File: src/rtl/mips_pkg.sv
// mips_pkg: shared Mini MIPS types and constants
package mips_pkg;
  localparam int XLEN = 32;
  typedef enum logic [1:0] {MDU_MULTU = 2'd0, MDU_DIVU = 2'd1, MDU_MTHI = 2'd2, MDU_MTLO = 2'd3} mdu_op_e;
  typedef enum logic [1:0] {IDLE = 2'd0, BUSY = 2'd1, DONE = 2'd2} mdu_state_e;
endpackage

File: src/rtl/mdu_hilo.sv
// mdu_hilo: iterative unsigned multiply/divide unit with HI/LO registers
module mdu_hilo
  import mips_pkg::*;
#(
  parameter int WIDTH = XLEN
) (
  input  logic             clk,
  input  logic             rst_n,
  input  logic             start,
  input  logic [1:0]       op,
  input  logic [WIDTH-1:0] a,
  input  logic [WIDTH-1:0] b,
  output logic             busy,
  output logic             done,
  output logic [WIDTH-1:0] hi,
  output logic [WIDTH-1:0] lo
);
  localparam int CW = $clog2(WIDTH);
  mdu_state_e state, state_n;
  mdu_op_e op_q;
  logic [CW-1:0] cnt;
  logic [2*WIDTH-1:0] acc, acc_n;
  logic [WIDTH-1:0] d;
  logic [WIDTH:0] msum, rsh;
  logic [WIDTH+1:0] diff;
  logic accept, last, iter;
  assign accept = start && state != BUSY;
  assign last = state == BUSY && cnt == CW'(WIDTH - 1);
  assign iter = !op[1];
  assign busy = state == BUSY;
  assign done = state == DONE;
  always_comb begin
    state_n = state;
    if (accept) state_n = iter ? BUSY : IDLE;
    else if (last) state_n = DONE;
    else if (state == DONE) state_n = IDLE;
  end
  always_ff @(posedge clk or negedge rst_n)
    if (!rst_n) state <= IDLE;
    else state <= state_n;
  // acc holds {partial product, multiplier} for MULTU and {remainder, quotient} for DIVU
  always_comb begin
    msum = {1'b0, acc[2*WIDTH-1:WIDTH]} + (acc[0] ? {1'b0, d} : '0);
    rsh = {acc[2*WIDTH-1:WIDTH], acc[WIDTH-1]};
    diff = {1'b0, rsh} - {2'b0, d};
    acc_n = op_q == MDU_MULTU ? {msum, acc[WIDTH-1:1]}
          : diff[WIDTH+1] ? {rsh[WIDTH-1:0], acc[WIDTH-2:0], 1'b0}
          : {diff[WIDTH-1:0], acc[WIDTH-2:0], 1'b1};
  end
  always_ff @(posedge clk or negedge rst_n)
    if (!rst_n) begin
      op_q <= MDU_MULTU;
      cnt <= '0;
      acc <= '0;
      d <= '0;
      hi <= '0;
      lo <= '0;
    end else if (accept) begin
      if (iter) begin
        op_q <= mdu_op_e'(op);
        cnt <= '0;
        acc <= {{WIDTH{1'b0}}, op == MDU_MULTU ? b : a};
        d <= op == MDU_MULTU ? a : b;
      end else if (op == MDU_MTHI) hi <= a;
      else lo <= a;
    end else if (state == BUSY) begin
      acc <= acc_n;
      cnt <= cnt + CW'(1);
      if (last) {hi, lo} <= acc_n;
    end
endmodule

File: config.mk
export PLATFORM = sky130hd
export DESIGN_NAME = mdu_hilo
export DESIGN_NICKNAME = d
export VERILOG_FILES = /design/src/rtl/mips_pkg.sv /design/src/rtl/mdu_hilo.sv
export SDC_FILE = /design/constraint.sdc
export NUM_CORES = 1
export LEC_CHECK = 0
export CORE_MARGIN = 2
export CORE_UTILIZATION = 52
export CTS_CLUSTER_SIZE = 28
export DETAILED_ROUTE_END_ITERATION = 16
export PLACE_DENSITY = 0.77
export SLEW_MARGIN = 20
export SYNTH_ARGS = -nofsm -noshare
export SYNTH_HDL_FRONTEND = slang
export SYNTH_SLANG_ARGS = --single-unit
export TNS_END_PERCENT = 10
File: constraint.sdc
create_clock -name clk -period 3.25 [get_ports clk]
set_input_delay 0.8125 -clock clk [delete_from_list [all_inputs] [get_ports clk]]
set_output_delay 0.8125 -clock clk [all_outputs]
set_load 0.03 [all_outputs]
======== After elaboration in Yosys (flattened, before gate mapping) ========
Cells that the tools add are included.
cells by class
  divide/modulo/power cells ............... 0
  eq/ne operators ......................... 9
  mux-type cells .......................... 25
  order comparisons ....................... 0
  add/subtract/negate cells ............... 3
  shift operators ......................... 0
  multipliers ............................. 0
  reduce and logical (&&, ||, !) cells .... 11
  bitwise logic cells ..................... 1
operator list
  operator               number
  $mux W32               13
  $mux W64               5
  $sub A33 B32 Y34       1
  $add A32 B32 Y33       1
  $mux W5                3
  $reduce_and A4 Y1      2
  $mux W2                3
  $ne A2 B2 Y1 const B   3
  $add A5 B1 Y5 const B  1
  $eq A5 B5 Y1 const B   1
  $eq A2 B2 Y1 const B   2
  $logic_not A2 Y1       2
  $ne A2 B1 Y1 const B   2
  $reduce_and A2 Y1      2
  $reduce_bool A2 Y1     2
  $reduce_bool A3 Y1     1
  $eq A2 B1 Y1 const B   1
  $logic_and A1 B1 Y1    2
  $mux W1                1
  $not A1 Y1             1
word-level totals
  bits in latches ......................... 0
  bits in read-only memories .............. 0
  memories ................................ 0
  input bits .............................. 69
  flip-flop bits (word level) ............. 168
  logic and storage cells ................. 56
  bits in writable memories ............... 0

======== Longest topological paths before layout ========
  word-level depth ........................ 6
  mapped depth ............................ 14

======== Worst setup path before layout ========
OpenSTA, ideal clock, no wires.
  path type ............................... reg2reg
  from .................................... register acc[0]
  to ...................................... register acc[53]
  data required time ...................... 3,128 ps
  arrival ................................. 3,182 ps
  library setup time ...................... 122 ps
  period minus slack after synthesis ...... 3,304 ps
  cell stages (with the launch flop) ...... 14
  path slack .............................. -54 ps
  path through ............................ dfrtp_1 clkbuf_1 and2_1 ha_1 fa_1 a21o_1 a221oi_1 a21oi_1 o21ai_0 o21ai_0 a21boi_0 xor2_1 nand2_1 a32o_1
between the ends
  word-level cells in the longest chain between the ends .. 5
RTL lines
  what                      line            source
  start: declaration        mdu_hilo.sv:22  logic [2*WIDTH-1:0] acc, acc_n;
  start signal: assignment  mdu_hilo.sv:62  acc <= {{WIDTH{1'b0}}, op == MDU_MULTU ? b : a};
  start signal: assignment  mdu_hilo.sv:67  acc <= acc_n;
  $mux W32                  mdu_hilo.sv:43  msum = {1'b0, acc[2*WIDTH-1:WIDTH]} + (acc[0] ? {1'b0, d} : '0);
  $add A32 B32 Y33          mdu_hilo.sv:43
  $mux W64                  mdu_hilo.sv:46  acc_n = op_q == MDU_MULTU ? {msum, acc[WIDTH-1:1]}
  $mux W64                  mdu_hilo.sv:66  end else if (state == BUSY) begin
  $mux W64                  mdu_hilo.sv:58  end else if (accept) begin
No other way between the ends. The select of a mux whose other input is x is not followed.
A chain may end at the register's enable or synchronous reset.

======== Worst setup path after layout ========
  from .................................... register acc[0]
  to ...................................... register acc[56]
The elaborated chain is that of the path after synthesis.

==> summary.txt <==
Die
  – Die area: 0.02501 sq mm
  – Die height: 158.1 um
  – Die Wd: 158.1 um
  – Core Box Area: 0.02340 sq mm
  – IO Count: 135
  – Initial Util: 0.5279
  – Cell row count: 56

Setup path
  – Crit-path max cell delay: 440 ps
  – Crit path kind: reg -> reg
  – CP startpoint kind: register
  – Setup crit end kind: register
  – CP Max Fanout: 17
  – Crit path cell chain: clkbuf_16, buf_6, and2_1, ha_4, a21oi_2, o211ai_1, a211o_1, o21ai_0, o21ai_1, a221oi_2, mux2_4, a311oi_4, o2bb2ai_1
  – R2R Setup Slk: -50 ps
  – CP required: 3620 ps
  – Worst EP arrival: 3670 ps
  – CP max-delay cell: dfrtp_2
  – CP top delay family: compound AO/OA/AOI/OAI gates
  – Worst Path Buf+Inv: 2

Route
  – Final ANT Viol Nets: 0
  – DR vias/cell: 6.215
  – WL per Instance: 21.90 um
  – Routed WL: 46,410 um
  – Number of remaining DRC errors: 0
  – Detailed Routing Iterations Pass 1: 7
  – Iteration-0 DRC Markers: 1,422
  – Via count: 13,170

Synth
  – Post-synth EDFFs: 0
  – Cells after Synth: 1,538
  – Largest cells by area after synthesis: dfrtp_1, nand2_1, ha_1
  – Async SR Flop Fraction: 1.000
  – Mean Syn Cell Area: 8.033 sq um
  – Yosys warning count: 0
  – Mapped Area: 0.01235 sq mm
  – Largest area contributor in the netlist: dfrtp_1
  – Post-synthesis sequential area ratio: 0.3403
  – Syn_nets: 1,675
  – Count of different cell masters after synthesis: 76
  – Synth top area share: 0.3403
  – Main synth FF type: dfrtp_1
  – Synthesized flop and latch total: 168

Timing
  – RSZ-0062 raised after global routing: true
  – Final Cycle Share: 1.015
  – Worst slew pin tran: 688.6 ps
  – Clock Skew: 10.26 ps
  – Number of max-slew violations in the final report: 0
  – Final WS setup: -47.83 ps
  – Fin. Hold Viols: 0
  – Max_slew headroom: 0.5399
  – Min cycle time layout: 3298 ps
  – # setup viols final: 3
  – Max Clock Freq: 303.2 MHz

CTS
  – TritonCTS clock tree: yes
  – Sink Count: 168
  – H-tree depth: 4
  – Worst-Skew Late Latency: 440 ps
  – Root Driver: clkbuf_16
  – Hold_buf cts: 0
  – Clk buf depth: 2
  – CTS clock-pin slew for the worst setup and hold paths: 70 ps
  – Inserted Clock Buffers: 17

Global routing
  – Most crowded layer after global routing: met1
  – Total Routing Usage GR: 0.3705
  – Met3 Resource Use GR: 0.09691
  – Met2 GRT Util: 0.5246
  – Initial antenna violation count: 0
  – Global-route wire length before repair: 70,320 um
  – Overflow after GRT: 0
  – GR Layer Usage met1: 0.5645
  – Vias in the first global route: 12,210
  – Largest net degree at the start of global routing: 73

Min path
  – Worst Hold Class: in -> async

Job
  – Max Cap Violations: 0

Final layout
  – Diode count: 0
  – Area grow syn2layout: 33.08%
  – NumNets Final: 1,924
  – Post-route cell area: 0.01644 sq mm
  – Most frequent cells in the layout: nand2_1, buf_4, dfrtp_1, nor2_1, clkdlybuf4s50_1
  – Fraction of layout instances using a drive strength above 1: 0.1828
  – Most common cell after layout, fill and taps aside: nand2_1

Place
  – Port Buffers: 134
  – Pre-CTS setup slack: -153.3 ps
  – Gp weighted congestion: 1.049
  – Placed cell areas: 0.01527 sq mm
  – DP HPWL: 34,370 um

Status
  – Violated checks: setup timing
  – Status: complete, but fails checks
cell families after synthesis:
family / share of synthesized area
adders and majority gates: 0.07008
xor gates and xnor gates: 0.03261
buffers and inverters: 0.04476
AOI/OAI and AO/OA: 0.2775
and+or+nand+nor: 0.2179
DFF: 0.3403
muxes: 0.01681
final cells by class:
type	count	area (sq um)
Timing Repair Buffer	322	2924
Multi-Input combinational cell	1228	8147
Tap cell	319	399.1
Inverter	50	187.7
Fill cell	1909	6962
Clock buffer	19	432.9
Clock inverter	13	132.6
Sequential cell	168	4218
per-layer routing:
metal,vias up,part of all wire
met5,-,0
met4,0,0.018
met3,79,0.11
met2,702,0.42
met1,6338,0.45
li1,6051,-
through the flow:
| stage | std cells | setup TNS (ps) | utilization | hold WS, ps |
|---|---|---|---|---|
| after detailed placement | 2079 | -1688 | 0.6523 | 468.0 |
| after global placement | 2079 | -1126 | 0.6523 | 459.5 |
| after CTS | 2111 | -94.00 | 0.6832 | 376.2 |
| after global routing | 2119 | -1862 | 0.7025 | 408.5 |
| after floorplan | 1538 | 0 | - | 456.4 |
| final | 2119 | -91.72 | 0.7025 | 370.9 |
registers in the layout (all words and copies together), names as in the netlist:
register and cells:
hi 32, cnt 5, d 32, op_q 1
lo 32, acc 64, state 2
cell usage after synthesis (4+ instances only):
master	instances
a211o_1	14
a211oi_1	39
a21o_1	60
a21oi_1	103
a21oi_2	5
a221oi_1	4
a22o_1	8
a311oi_1	35
a31o_2	6
a31oi_1	41
and2_1	36
and3_1	20
and4_1	4
buf_2	4
clkbuf_1	82
dfrtp_1	168
ha_1	66
inv_1	48
mux2_2	6
mux2i_1	14
nand2_1	267
nand2b_1	11
nand3_1	39
nand3b_1	4
nand4_1	9
nor2_1	144
nor2b_1	36
nor3_1	13
o211ai_1	14
o21a_1	11
o21ai_0	65
o21ai_1	4
o21bai_1	6
o31a_1	6
o31ai_1	37
or3_1	7
xnor2_1	22
xor2_1	24
path summary, 6_finish.rpt:
| kind | depth (start not counted) | from | endpoint |
|---|---|---|---|
| max | 13 | acc[0]$_DFFE_PN0P_ | acc[56]$_DFFE_PN0P_ |
| min | 1 | rst_n | acc[61]$_DFFE_PN0P_ |
| max reg2reg | 13 | acc[0]$_DFFE_PN0P_ | acc[56]$_DFFE_PN0P_ |
| min reg2reg | 2 | lo[29]$_DFFE_PN0P_ | lo[29]$_DFFE_PN0P_ |
| max in group asynchronous | 2 | rst_n | d[23]$_DFFE_PN0P_ |
| min in group clk | 2 | lo[29]$_DFFE_PN0P_ | lo[29]$_DFFE_PN0P_ |
timing repair:
action / 4_1_cts / 5_1_grt
setup buffers: 0 / 7
gates resized for setup: 23 / 80
pin swaps: 5 / 31
cloned: 0 / 1
endpoints found under the setup margin: 23 / 53
Power is not shown: default switching activity piles up to over one toggle a cycle in this logic, so the estimate is an artifact.
